<file path="src/rtl/seq_pkg.sv">
// Shared definitions for the 1011 sequence link: frame FSM states and the default sync pattern.
// Imported by the transmitter and by seq_ctr-style detectors.
package seq_pkg;

    typedef enum logic [1:0] {
        ST_IDLE = 2'd0,
        ST_SYNC = 2'd1,
        ST_DATA = 2'd2,
        ST_GAP  = 2'd3
    } seq_state_e;

    localparam int                    SYNC_W_DEF = 4;
    localparam logic [SYNC_W_DEF-1:0] SYNC_DEF   = 4'b1011;

    function automatic int max3(input int a, input int b, input int c);
        int m;
        m = (a > b) ? a : b;
        return (m > c) ? m : c;
    endfunction

    // A counter that must hold n-1 needs clog2(n) bits, but never fewer than one.
    function automatic int cnt_width(input int n);
        return (n > 1) ? $clog2(n) : 1;
    endfunction

endpackage

</file>
<file path="src/rtl/seq_gen_tx_if.sv">
// Payload handshake between a frame source and the serial transmitter.
interface seq_gen_tx_if #(
    parameter int DATA_W = 8
);

    logic              load_valid;
    logic              load_ready;
    logic [DATA_W-1:0] load_data;

    modport master (output load_valid, output load_data, input  load_ready);
    modport slave  (input  load_valid, input  load_data, output load_ready);

endinterface

</file>
<file path="src/rtl/piso_shift.sv">
// Parallel-in serial-out shifter: parallel load, shift left with zero fill, MSB is the serial bit.
module piso_shift #(
    parameter int W = 12
) (
    input  logic         clk,
    input  logic         rst,
    input  logic         load,
    input  logic         shift,
    input  logic [W-1:0] din,
    output logic         dout
);

    logic [W-1:0] q;

    // NOTE: sequential state uses non-blocking assignments so every flop samples pre-edge values.
    always_ff @(posedge clk or negedge rst) begin
        if (!rst) begin
            q <= '0;
        end else if (load) begin
            q <= din;
        end else if (shift) begin
            q <= {q[W-2:0], 1'b0};
        end
    end

    assign dout = q[W-1];

endmodule

</file>
<file path="src/rtl/seq_gen_tx.sv">
// Serial frame transmitter: sync pattern, payload MSB first, then an idle gap of zeros.
// The shifter's MSB is the registered serial line; it drains to zero by the end of DATA.
module seq_gen_tx
    import seq_pkg::*;
#(
    parameter int                SYNC_W  = SYNC_W_DEF,
    parameter logic [SYNC_W-1:0] SYNC    = SYNC_DEF,
    parameter int                DATA_W  = 8,
    parameter int                GAP_CYC = 2
) (
    input  logic       clk,
    input  logic       rst,
    seq_gen_tx_if.slave load,
    output logic       opt,
    output logic       opt_en,
    output logic       done
);

    localparam int FRAME_W = SYNC_W + DATA_W;
    localparam int CNT_W   = cnt_width(max3(SYNC_W, DATA_W, GAP_CYC));

    localparam logic [CNT_W-1:0] SYNC_LD = CNT_W'(SYNC_W - 1);
    localparam logic [CNT_W-1:0] DATA_LD = CNT_W'(DATA_W - 1);
    localparam logic [CNT_W-1:0] GAP_LD  = CNT_W'(GAP_CYC - 1);

    seq_state_e         state, state_d;
    logic [CNT_W-1:0]   cnt, cnt_d;
    logic               ld, sh;
    logic [FRAME_W-1:0] ld_val;
    logic               opt_en_d, done_d;

    piso_shift #(.W(FRAME_W)) u_piso (
        .clk   (clk),
        .rst   (rst),
        .load  (ld),
        .shift (sh),
        .din   (ld_val),
        .dout  (opt)
    );

    assign load.load_ready = (state == ST_IDLE);

    always_ff @(posedge clk or negedge rst) begin
        if (!rst) begin
            state  <= ST_IDLE;
            cnt    <= '0;
            opt_en <= 1'b0;
            done   <= 1'b0;
        end else begin
            state  <= state_d;
            cnt    <= cnt_d;
            opt_en <= opt_en_d;
            done   <= done_d;
        end
    end

    // NOTE: every signal gets a default before the case so no path leaves one unassigned (no latches).
    always_comb begin
        state_d  = state;
        cnt_d    = cnt;
        ld       = 1'b0;
        sh       = 1'b0;
        ld_val   = '0;
        opt_en_d = 1'b0;
        done_d   = 1'b0;
        unique case (state)
            ST_IDLE: begin
                if (load.load_valid) begin
                    state_d  = ST_SYNC;
                    cnt_d    = SYNC_LD;
                    ld       = 1'b1;
                    ld_val   = {SYNC, load.load_data};
                    opt_en_d = 1'b1;
                end
            end
            ST_SYNC: begin
                sh       = 1'b1;
                opt_en_d = 1'b1;
                if (cnt == '0) begin
                    state_d = ST_DATA;
                    cnt_d   = DATA_LD;
                end else begin
                    cnt_d = cnt - 1'b1;
                end
            end
            ST_DATA: begin
                sh = 1'b1;
                if (cnt == '0) begin
                    state_d = ST_GAP;
                    cnt_d   = GAP_LD;
                    done_d  = 1'b1;
                end else begin
                    cnt_d    = cnt - 1'b1;
                    opt_en_d = 1'b1;
                end
            end
            ST_GAP: begin
                if (cnt == '0) begin
                    state_d = ST_IDLE;
                    cnt_d   = '0;
                end else begin
                    cnt_d = cnt - 1'b1;
                end
            end
            default: begin
                // Unreachable encodings: flush the shifter so opt is 0 once back in IDLE.
                state_d = ST_IDLE;
                cnt_d   = '0;
                ld      = 1'b1;
            end
        endcase
    end

endmodule

</file>
<file path="src/flat_wrapper.sv">
// flat-port wrapper written by rule: the top's interface ports become plain ports
module seq_gen_tx_flat import seq_pkg::*;
#(
    parameter int                SYNC_W  = SYNC_W_DEF,
    parameter logic [SYNC_W-1:0] SYNC    = SYNC_DEF,
    parameter int                DATA_W  = 8,
    parameter int                GAP_CYC = 2
)
  (clk, rst, opt, opt_en, done, load_load_valid, load_load_data, load_load_ready);
  seq_gen_tx_if #(.DATA_W(DATA_W)) load_i ();
  input  logic clk;
  input  logic rst;
  output logic opt;
  output logic opt_en;
  output logic done;
  input wire logic [$bits(load_i.load_valid)-1:0] load_load_valid;
  input wire logic [$bits(load_i.load_data)-1:0] load_load_data;
  output wire logic [$bits(load_i.load_ready)-1:0] load_load_ready;
  assign load_i.load_valid = load_load_valid;
  assign load_i.load_data = load_load_data;
  assign load_load_ready = load_i.load_ready;
  seq_gen_tx #(.SYNC_W(SYNC_W), .SYNC(SYNC), .DATA_W(DATA_W), .GAP_CYC(GAP_CYC)) u_core (.clk(clk), .rst(rst), .load(load_i), .opt(opt), .opt_en(opt_en), .done(done));
endmodule
</file>
<file path="config.mk">
export PLATFORM = sky130hd
export DESIGN_NAME = seq_gen_tx_flat
export DESIGN_NICKNAME = d
export VERILOG_FILES = /design/src/rtl/seq_pkg.sv /design/src/rtl/seq_gen_tx_if.sv /design/src/rtl/piso_shift.sv /design/src/rtl/seq_gen_tx.sv /design/src/flat_wrapper.sv
export SDC_FILE = /design/constraint.sdc
export NUM_CORES = 1
export LEC_CHECK = 0
export CELL_PAD_IN_SITES_DETAIL_PLACEMENT = 0
export CELL_PAD_IN_SITES_GLOBAL_PLACEMENT = 1
export CORE_UTILIZATION = 44
export CTS_CLUSTER_SIZE = 10
export DETAILED_ROUTE_END_ITERATION = 8
export GPL_ROUTABILITY_DRIVEN = 0
export PLACE_DENSITY_LB_ADDON = 0.1
export SETUP_SLACK_MARGIN = 0.3
export SYNTH_ARGS = -nofsm -noshare
export SYNTH_HDL_FRONTEND = slang
export SYNTH_HIERARCHICAL = 1
export SYNTH_SLANG_ARGS = --single-unit
</file>
<file path="constraint.sdc">
create_clock -name clk -period 4.3 [get_ports clk]
set_input_delay 0.86 -clock clk [delete_from_list [all_inputs] [get_ports clk]]
set_output_delay 0.86 -clock clk [all_outputs]
set_load 0.02 [all_outputs]
</file>
==> run summary, run 1 <==
The run finished with clean final reports. The number of top-level pins is 15. The cell depth of the worst flop-to-flop path came out at 5. The critical path contains buffers and inverters numbering 2 combined. The post-route antenna net violation count is 0.

The starting DRC count in detailed routing is 15. The number of resized instances in the post-cts repair step is 0. The maximum net fanout on the critical path is 11.

The synthesized area is 1070 sq um. The largest total area in the synthesized netlist belongs to sky130_fd_sc_hd__dfrtp_1. The area of the die came out at 2630 sq um. The leading cell type by number of instances after synthesis is sky130_fd_sc_hd__dfrtp_1. For this run the aggregate overflow at the end of global routing stands at 0. For the pin with the worst max-slew slack, the measured transition is 0.862 ns. The number of vias per cell after detailed routing is 5.13. Global routing used 17.3% of the available tracks across all layers. The die is 51.3 um wide. The distinct cell type count of the synthesized netlist is 28. The number of post-CTS setup repair buffers came out at 0. For this block, the via count after detailed routing is 734. Timing would allow up to 0.371 GHz. The height of the die is 51.3 um. The setup skew after layout is 0.00957 ns. The worst path arrival time is 1.84 ns.

The fraction of the yosys area taken by sequential cells came out at 44.5%. The final max-slew violation count is 0. The largest net degree at the start of global routing is 29.

Ranked by total cell area, the synthesized netlist is headed by sky130_fd_sc_hd__dfrtp_1, sky130_fd_sc_hd__mux2i_1, sky130_fd_sc_hd__ha_1, sky130_fd_sc_hd__and3_2, sky130_fd_sc_hd__nand2_1. The net total in the final layout is 132. OpenSTA, run right after detailed placement, puts the worst setup slack at 1.95 ns. The setup violation total in the final timing report is 0. The HPWL after detailed placement is 1350 um. The worst setup path is launched from a flop. The synthesized net count is 117. Grouping stages by cell kind, the critical path spends the most delay in buffers and inverters. The leakage power summed over all cells is 0.580 nW. The final critical path time including I/O delays and setup is 2.70 ns. Data on the critical path is required at its endpoint by 3.44 ns. The fraction of synthesized cell area taken by the top area cell type came out at 44.5%. The signal on the critical path passes through inv_1, ha_1, clkdlybuf4s50_1. STA classifies the critical path endpoint as a primary output. In the final routed layout, each cell accounts on average for 13.2 um. The portion of the clock cycle consumed by the worst path in the final layout is 62.7%. For this run, the number of Yosys warnings is 6. The flip-flop cell with the highest count after synthesis is sky130_fd_sc_hd__dfrtp_1.

The number of input and output port buffers inserted is 14. The fraction of final layout cells sized beyond drive strength 1 came out at 16.5%. After clock tree synthesis, the clock-pin slew on the worst setup and hold paths is 0.12 ns.

The number of global-route vias before repair came out at 777. The proportion of register bits with asynchronous set or reset after synthesis came out at 100%. The post-synthesis to final-layout area growth is 16.2%. The worst hold path belongs to the class flop to flop.

The number of buffers inserted for hold repair after clock tree synthesis is 0. The average cell area after synthesis came out at 10.6 sq um. The worst hold path startpoint is u_core/u_piso/q[6]$_DFFE_PN0P_. The maximum ir drop on the vdd rail came out at 373 uV.

The length of the first detailed-routing pass in iterations came out at 4. The post-route DRC violation count is 0. The worst register-to-register path ends at u_core/u_piso/q[0]$_DFFE_PN0P_. Summed over all failing endpoints, the final setup total negative slack is 0 ns. The floorplan has 17 rows. Setup repair after global routing left no endpoint under its margin. The initial utilization of the core area, before any placement, comes to 47.4%. The worst reg-to-reg setup slack came out at 2.56 ns. The maximum level of the CTS H-tree came out at 1. The instance count along the most critical hold path is 2. The number of clock buffers inserted by TritonCTS is 3. The number of hold violations in the final report came out at 0. The final worst slack came out at 1.60 ns. The cell area power density came out at 719 nW/um^2. The cell with the biggest individual delay on the critical path is sky130_fd_sc_hd__clkdlybuf4s50_1.

The total inserted antenna cells is 0. The worst min-delay path endpoint is u_core/u_piso/q[6]$_DFFE_PN0P_. The cell sitting at the root of the clock tree is a sky130_fd_sc_hd__clkbuf_4. The number of instances in the synthesized netlist came out at 101. The start of the worst register-to-register path is u_core/state[1]$_DFFE_PN0P_. For this block, the routed nets add up to 1890 um of wire.

The clock reaches the later pin of the worst-skew pair after 0.30 ns. The number of synthesized flops with an enable pin is 0. On the worst path, the slowest cell contributes a delay of 0.66 ns. The critical path is of the flop to primary output type. The number of sinks handled by clock tree synthesis came out at 19. The first global-routing pass estimated 3320 um of wire. The clock tree from TritonCTS is done. The relative max-transition margin came out at 42.3%.

The number of filler cells placed in the layout is 217. The area of the placeable core came out at 2250 sq um. After synthesis, the most frequently instantiated cells are sky130_fd_sc_hd__dfrtp_1, sky130_fd_sc_hd__mux2i_1, sky130_fd_sc_hd__nand2_1. The number of max-cap violations came out at 0. The initial antenna violation count came out at 0. In this run, synthesis produced a sequential element count of 19. The number of buffers on the longest clock path is 2.
-- cells by family (layout without fill, tap and decap cells) --
logic type      count (synthesis)  count (layout)  synth area share [%]
other cells                     1               1                 0.351
fa+ha+maj                       5               5                  5.85
flops                          19              19                  44.5
simple gates                   36              36                  19.4
compound gates                 20              20                  12.5
buf+inv                         6              20                  3.75
mux                            14              14                  13.6
-- metrics by stage --
stage / cell area, sq um / power [W] / utilization, % / std cells / hold WS [ns]
global route: 1240 / 0.000975 / 55.0 / 143 / 0.584
finish: 1240 / 0.000892 / 55.0 / 143 / 0.565
detailed placement: 1210 / 0.000806 / 53.7 / 139 / 0.548
floorplan: 1070 / 0.000716 / - / 101 / 0.515
CTS: 1240 / 0.000905 / 55.0 / 143 / 0.573
global placement: 1210 / 0.000799 / 53.7 / 139 / 0.533
-- tightest hold or removal path: stages (launching register included) --
cell	delay (ns)
sky130_fd_sc_hd__dfrtp_1	0.36
sky130_fd_sc_hd__mux2i_1	0.06
sky130_fd_sc_hd__o21ai_1	0.11
-- metal layers --
metal,global-route usage (%),vias to the layer above,wire length [um]
met2,27.9,12,838
met4,6.76,0,12
met5,0,-,0
met3,2.68,2,52
li1,-,383,-
met1,23.1,337,985
-- placed cells by master (no fill, tap or decap), types with 2 or more instances in the layout --
master and n:
sky130_fd_sc_hd__nand3_1 2, sky130_fd_sc_hd__a21oi_1 2, sky130_fd_sc_hd__clkdlybuf4s50_1 14, sky130_fd_sc_hd__nand2_1 12, sky130_fd_sc_hd__o31ai_1 2, sky130_fd_sc_hd__mux2i_1 13, sky130_fd_sc_hd__and3_2 8, sky130_fd_sc_hd__o21ai_0 3
sky130_fd_sc_hd__inv_1 2, sky130_fd_sc_hd__clkbuf_4 3, sky130_fd_sc_hd__nor2_1 4, sky130_fd_sc_hd__nand2b_1 4, sky130_fd_sc_hd__ha_1 5, sky130_fd_sc_hd__o21ai_1 8, sky130_fd_sc_hd__dfrtp_1 19
-- state kept, by name (all words and copies together), names as in the netlist --
| register | cells |
|---|---|
| u_core/state | 2 |
| u_core/cnt | 3 |
| u_core/u_piso/q | 12 |
| u_core/done | 1 |
| u_core/opt_en | 1 |
-- report_power, final --
part	leakage, nW	internal (W)	total, W	switching [W]
combinational	0.315	0.000237	0.000488	0.000251
clock	0.0139	0.0000354	0.0000946	0.0000592
sequential	0.251	0.000251	0.000309	0.0000580
total	0.580	0.000524	0.000892	0.000368
-- final cells by class --
type                            count  area, sq um  share of cell area, %
Tap cell                           28         35.0                   2.82
Clock buffer                        3         22.5                   1.81
Sequential cell                    19          475                   38.3
Timing Repair Buffer               14          140                   11.3
Multi-Input combinational cell     76          553                   44.6
Inverter                            2         7.51                  0.605
Clock inverter                      1         7.51                  0.605
-- worst max-delay path by stage --
stage                                     start                           to  slack (ns)  cells after the start
floorplan           u_core/state[0]$_DFFE_PN0P_              load_load_ready        2.59                      2
global placement                load_load_valid  u_core/state[1]$_DFFE_PN0P_        1.98                      4
detailed placement  u_core/state[0]$_DFFE_PN0P_              load_load_ready        1.95                      3
CTS                 u_core/state[0]$_DFFE_PN0P_              load_load_ready        1.59                      3
global route        u_core/state[0]$_DFFE_PN0P_              load_load_ready        1.51                      3
finish              u_core/state[1]$_DFFE_PN0P_              load_load_ready        1.60                      3
(Power assumes the default switching activity.)
==> inputs of run 2 (changes only) <==
--- a/config.mk
+++ b/config.mk
@@ -7,7 +7,8 @@
 export LEC_CHECK = 0
 export CELL_PAD_IN_SITES_DETAIL_PLACEMENT = 0
 export CELL_PAD_IN_SITES_GLOBAL_PLACEMENT = 1
-export CORE_UTILIZATION = 44
+export CORE_ASPECT_RATIO = 2
+export CORE_UTILIZATION = 41
 export CTS_CLUSTER_SIZE = 10
 export DETAILED_ROUTE_END_ITERATION = 8
 export GPL_ROUTABILITY_DRIVEN = 0
==> constraint.sdc (replaced) <==
create_clock -name clk -period 2.6 [get_ports clk]
set_input_delay 0.52 -clock clk [delete_from_list [all_inputs] [get_ports clk]]
set_output_delay 0.52 -clock clk [all_outputs]
set_load 0.02 [all_outputs]
==> run 2 against run 1 <==
Hold slack worse by 0.015 ns. Flip-flop and latch count did not move. Via count is 3.8% higher. First-iteration DRC count shrank 47%. Sequential share of layout area is 0.76 points lower. Clock-buffer cell count stayed put. Power grew 72%. Final cell count unchanged. Critical path depth is the same. Global-route usage fell by 2.1 points. Design area rose by 2.0%. Critical path type unchanged.
==> run summary, run 2 (synthesized netlist as in run 1, its figures left out) <==
The flow ran to the end, and the final reports show no timing, DRC or antenna violations. The capture instance of the worst register-to-register path is u_core/u_piso/q[0]$_DFFE_PN0P_. The worst hold path startpoint is u_core/u_piso/q[0]$_DFFE_PN0P_. The total overflow left after global routing is 0. The maximum ir drop on the vdd rail is 950 uV. CTS built an H-tree with a depth of 1. The multi-input gate area in the final layout is 556 sq um. Walking the worst path, the cells encountered are inv_1, ha_2, clkdlybuf4s50_1.

The initial core utilization came out at 44.4%. The setup skew after layout is 0.00332 ns. For this run, the post-layout net count is 133. Detailed routing inserted a total of 762 vias. After detailed routing, the number of vias per cell comes to 5.33. For the worst setup path, the data required time is 2.08 ns.

The HPWL after detailed placement is 1420 um. Excluding fillers, the count of instances in the completed layout stands at 143. 15 I/O pins were placed. The total inserted antenna cells is 0. The worst hold path belongs to the class flop to flop. The final critical path takes up 84.9% of the cycle.

After clock tree synthesis, the clock-pin slew on the worst setup and hold paths is 0.07 ns. The number of placed instances, taps included, is 139. The wire length of the first global-routing pass is 3040 um. TritonCTS built the clock tree. The maximum net fanout on the critical path came out at 11. The die boundary width is 38.1 um.

The library cell used most frequently in the layout, excluding fill and tap cells, is sky130_fd_sc_hd__dfrtp_1. Clock latency on the worst-skew pair, taken at its later pin, is 0.25 ns. The length of the first detailed-routing pass in iterations came out at 4.

The number of filler cells placed in the layout came out at 227. Timing analysis after detailed placement gives a worst setup slack of 0.579 ns. The final max-slew violation count was 0. The number of input and output port buffers inserted is 14. Entering global routing, the biggest net connects 29 pins. At the worst endpoint, the arrival time is 1.69 ns.

The buffer type at the clock tree root is sky130_fd_sc_hd__clkbuf_8. The fraction of final layout cells sized beyond drive strength 1 is 18.1%. The flip-flop count of the largest register, all copies and words added came out at 12. The start of the worst register-to-register path is u_core/state[0]$_DFFE_PN0P_.

In this run, the number of DRC markers left after iteration 0 of detailed routing was 8. Counting flops per register, the top entry is u_core/u_piso/q. The maximum clock rate is 0.453 GHz. The worst reg-to-reg setup slack is 0.98 ns.

The total global routing track utilization came out at 15.2%. The wire length after detailed routing is 1840 um. Setup slack on the critical path of the routed design comes to 0.393 ns. The worst setup path category is flop to primary output. The summed negative setup slack over all endpoints is 0 ns. The largest registers in the layout are u_core/u_piso/q x12, u_core/cnt x3, u_core/state x2. Power spread over the standard cell area amounts to 1210 nW/um^2. The number of hold violations in the final report came out at 0. Hold repair after CTS inserted 0 buffers. The sequential cell area is 475 sq um. Dividing the detail-routed wire length by the instance count gives 12.9 um. The worst register-to-register path has a depth of 5. The initial antenna violation count came out at 0. Setup violations remaining at the end of the flow were counted as 0. The area of the die is 2830 sq um.

The largest incremental delay on the critical path is 0.63 ns. For this run, design rule violations remaining after detail routing come to 0. Hold timing on the final database bottoms out at a slack of 0.550 ns. The worst min-delay path endpoint is u_core/u_piso/q[0]$_DFFE_PN0P_. The number of sinks handled by clock tree synthesis is 19. The number of max-cap violations came out at 0.

Once detail routing completed, the nets flagged for antenna violations numbered 0. The library cells used most frequently in the layout, excluding fill and tap cells, are sky130_fd_sc_hd__dfrtp_1, sky130_fd_sc_hd__clkdlybuf4s50_1, sky130_fd_sc_hd__mux2i_1. STA classifies the critical path endpoint as a primary output. The number of placement rows came out at 25. The startpoint kind of the worst setup timing path is a flop. The number of clock buffers inserted by TritonCTS came out at 3.

The number of global-route vias before repair is 719. Setup repair after global routing left no endpoint under its margin. The slowest stage of the critical path belongs to the cell sky130_fd_sc_hd__clkdlybuf4s50_1. In this run the deepest clock path goes through 2 buffers. The total power is 0.00154 W. The die is 74.2 um tall. The total area inside the core boundary comes to 2410 sq um.

The number of post-CTS setup repair buffers is 0. The leakage power summed over all cells came out at 0.595 nW. The area growth from synthesis to layout is 18.5%.

Along the worst hold path, the cell count comes to 2. The final critical path time including I/O delays and setup is 2.21 ns.
-- run 2: changes by cell type in the layout (fill, tap and decap cells not counted), sizes merged --
cell / before / now
clkinv: 0 / 1
clkinvlp: 1 / 0
buf: 0 / 1
-- run 2: report_power, final --
part | switching, W | total [W] | internal (W)
logic | 0.000426 | 0.000826 | 0.000400
registers | 0.0000953 | 0.000512 | 0.000417
clock network | 0.0000936 | 0.000200 | 0.000106
-- run 2: timing repair --
| item | 4_1_cts | 5_1_grt |
|---|---|---|
| endpoints found under the setup margin | 1 | 0 |
| resized for setup | 1 | 0 |
| hold endpoints to repair | 0 | 0 |
-- run 2: metal layers --
| metal | vias up | wire (um) | GRT usage (%) |
|---|---|---|---|
| met2 | 15 | 949 | 25.8 |
| met3 | 4 | 47 | 1.79 |
| met5 | - | 0 | 0 |
| met1 | 362 | 804 | 17.7 |
| met4 | 0 | 41 | 8.33 |
| li1 | 381 | - | - |
-- run 2: per-stage QoR --
step           util [%]  cell area, sq um
6_report           52.6              1270
5_1_grt            52.6              1270
4_1_cts            52.6              1270
3_5_place_dp       50.5              1220
3_3_place_gp       50.5              1220
2_1_floorplan         -              1070
-- run 2: final cells by class --
cell class                      count  area share (%)
Clock buffer                        3            3.26
Clock inverter                      1           0.395
Inverter                            2           0.593
Multi-Input combinational cell     76            43.9
Sequential cell                    19            37.5
Tap cell                           27            2.67
Timing Repair Buffer               15            11.7
-- run 2: worst max path at each step --
| stage | startpoint | to | slack (ns) |
|---|---|---|---|
| after floorplan | u_core/state[0]$_DFFE_PN0P_ | u_core/state[1]$_DFFE_PN0P_ | 1.0 |
| after global placement | load_load_valid | u_core/state[1]$_DFFE_PN0P_ | 0.59 |
| after detailed placement | u_core/state[0]$_DFFE_PN0P_ | load_load_ready | 0.58 |
| after CTS | u_core/state[0]$_DFFE_PN0P_ | load_load_ready | 0.37 |
| after global routing | u_core/state[0]$_DFFE_PN0P_ | load_load_ready | 0.31 |
| final | u_core/state[0]$_DFFE_PN0P_ | load_load_ready | 0.39 |
-- run 2: critical path, delay by kind of cell (launching register included) --
kind / cells / cell delay, ns
buf+inv: 2 / 0.76
fa+ha+maj: 1 / 0.27
flops: 1 / 0.40
==> inputs of run 3 (changes only) <==
==> constraint.sdc (replaced) <==
create_clock -name clk -period 2.2 [get_ports clk]
set_input_delay 0.44 -clock clk [delete_from_list [all_inputs] [get_ports clk]]
set_output_delay 0.44 -clock clk [all_outputs]
set_load 0.02 [all_outputs]
==> run 3 against run 2 <==
Design area grew 0.20%. Die area did not move. First-iteration DRC count unchanged. Critical path depth unchanged. Global-route usage increased by 0.52 points. Combinational power increased by 18%. Largest power group unchanged. Register-to-register slack got worse by 0.41 ns. Clock skew grew 0.00062 ns. Critical path type unchanged.
==> run summary, run 3 (synthesized netlist as in run 1, its figures left out) <==
The run finished with clean final reports. The total inserted antenna cells came out at 0. The post-route DRC violation count came out at 0. The tree is rooted in a sky130_fd_sc_hd__clkbuf_8. Setup slack on the worst reg-to-reg path comes out at 0.57 ns. TritonCTS built the clock tree. The pre-CTS worst setup slack came out at 0.277 ns. Walking the worst path, the cells encountered are inv_1, ha_2, clkbuf_2. The most critical setup path has its endpoint at load_load_ready. STA classifies the critical path startpoint as a flop. The latest clock arrival within the worst-skew pair came out at 0.25 ns. In this run the number of H-tree levels came out at 1. The net total in the final layout is 134.

The fraction of the core area covered by cells at the end of the flow came out at 52.7%. The height of the die is 74.2 um. The portion of the clock cycle consumed by the worst path in the final layout came out at 77.5%. VDD sags by at most 939 uV.

Tracing the worst setup path back leads to its startpoint at u_core/state[0]$_DFFE_PN0P_. The post-route antenna net violation count is 0. The worst register-to-register path ends at u_core/u_piso/q[2]$_DFFE_PN0P_. The type of destination of the critical path is a primary output. The startpoint identified for the worst register-to-register timing path is u_core/state[0]$_DFFE_PN0P_. The fraction of final layout cells sized beyond drive strength 1 is 19.7%. The first TritonRoute pass finished after 4 iterations. The slowest stage of the critical path is the sky130_fd_sc_hd__dfrtp_1 cell. The maximum clock rate is 0.587 GHz. The cell area power density came out at 1430 nW/um^2.

The initial antenna violation count came out at 0. The floorplan has 25 rows. In the final layout, the multi-input gates occupy 556 sq um.

The number of clock buffers inserted by TritonCTS is 3. The number of hold violations in the final report came to 0. The average wire length per cell after detail routing is 13.1 um. For this run, the slowest stage of the critical path takes 0.41 ns. The number of buffers on the longest clock path came out at 2. The die boundary width came out at 38.1 um. The number of global-route vias before repair came out at 742.

The number of filler cells placed in the layout came out at 234. The wire length after detailed routing came out at 1890 um. Among cell families on the critical path, the largest total delay comes from flip-flops.

The flip-flop count of the largest register, all copies and words added came out at 12. The final max-slew violation count is 0. Counting every sink on the clock net gives 19. The number of vias per cell after detailed routing is 5.25.

The path length in cells of the critical path is 3. Summing all flip-flop and latch instances after layout gives 475 sq um. Leaving out fill and tap cells, the most frequent cell in the layout is sky130_fd_sc_hd__dfrtp_1. The detailed router finished its first iteration with 8 violations. The number of input and output port buffers inserted came out at 14.

The cell depth of the worst flop-to-flop path came out at 6. The register with the most flip-flops is u_core/u_piso/q. Together, buffers and inverters on the worst path number 2. The area of the placeable core is 2410 sq um. The path class of the tightest hold or removal check is input pin to asynchronous set/reset pin. The maximum net fanout on the critical path is 11.

In the final layout, the registers with the most flip-flops are u_core/u_piso/q x12, u_core/cnt x3, u_core/state x2. The clock slew seen by the registers of the worst setup and hold paths came out at 0.07 ns. The largest net degree at the start of global routing is 26. The global-route congestion overflow total came out at 0. The HPWL after detailed placement is 1460 um. Summing all non-filler instances in the final layout gives an area of 1270 sq um. The setup skew after layout is 0.00394 ns. The final worst slack came out at 0.496 ns. The final critical path time including I/O delays and setup came out at 1.70 ns.

The area of the die came out at 2830 sq um. After clock tree synthesis, the setup repair step added 0 buffers. The post-synthesis to final-layout area growth came out at 18.7%. In the layout the commonest cells are sky130_fd_sc_hd__dfrtp_1, sky130_fd_sc_hd__clkdlybuf4s50_1, sky130_fd_sc_hd__mux2i_1. The wire length of the first global-routing pass is 3150 um.

The critical path is of the flop to primary output type. The number of max-cap violations came out at 0. Setup repair after global routing left no endpoint under its margin.

The number of top-level pins is 15. The standard cell area after detailed placement came out at 1220 sq um. For the worst setup path, the data arrival time is 1.26 ns.

The required time reported for the critical path endpoint came out at 1.76 ns. Summed over all cells, the static leakage comes to 0.601 nW. Detailed routing inserted a total of 756 vias.

The summed negative setup slack over all endpoints is 0 ns. Global routing used 15.7% of the available tracks across all layers. The number of buffers inserted for hold repair after clock tree synthesis is 0.

Once the floorplan was initialized, standard cells occupied 44.4% of the core. The setup violation total in the final timing report came out at 0.
-- run 3: changes by cell type in the layout (fill, tap and decap cells not counted), sizes merged --
cell	previous run	this run
buf	1	2
clkdlybuf4s50	14	13
clkbuf	3	4
-- run 3: power by group --
part | switching (W) | leakage [nW] | internal, W
logic | 0.000504 | 0.324 | 0.000469
clock network | 0.000113 | 0.0255 | 0.000126
registers | 0.000113 | 0.251 | 0.000492
-- run 3: timing repair --
action | in CTS | in global routing
endpoints found under the setup margin | 1 | 1
pin swaps | 0 | 0
gates resized for setup | 2 | 2
-- run 3: metrics by stage --
stage	power, W	hold slack, ns	std cells
final	0.00182	0.521	144
after CTS	0.00185	0.520	144
after global routing	0.00195	0.542	144
after detailed placement	0.00160	0.540	140
after floorplan	0.00140	0.144	101
after global placement	0.00158	0.537	140
-- run 3: per-layer routing --
metal,global-route usage (%),wire (um),vias to the layer above,part of all wire [%]
li1,-,-,381,-
met1,17.7,778,355,41
met2,27.5,1020,18,54
met3,1.79,65,2,3.4
met4,8.33,22,0,1.2
met5,0,0,-,0
-- run 3: worst min path at each step --
stage               slack, ns  cells past startpoint                               to
CTS                      0.52                      2            u_core/done$_DFF_PN0_
floorplan                0.14                      0        u_core/cnt[0]$_DFFE_PN0N_
global placement         0.54                      2  u_core/u_piso/q[10]$_DFFE_PN0P_
global route             0.54                      2          u_core/opt_en$_DFF_PN0_
finish                   0.52                      2          u_core/opt_en$_DFF_PN0_
detailed placement       0.54                      2   u_core/u_piso/q[1]$_DFFE_PN0P_
-- run 3: area by class of cell --
| type | count | share of cell area, % |
|---|---|---|
| sequential | 19 | 37.5 |
| multi-input combinational | 76 | 43.8 |
| clock buffer | 3 | 3.25 |
| inverter | 2 | 0.592 |
| timing repair buffer | 16 | 11.8 |
| clock inverter | 1 | 0.394 |
| tap | 27 | 2.66 |
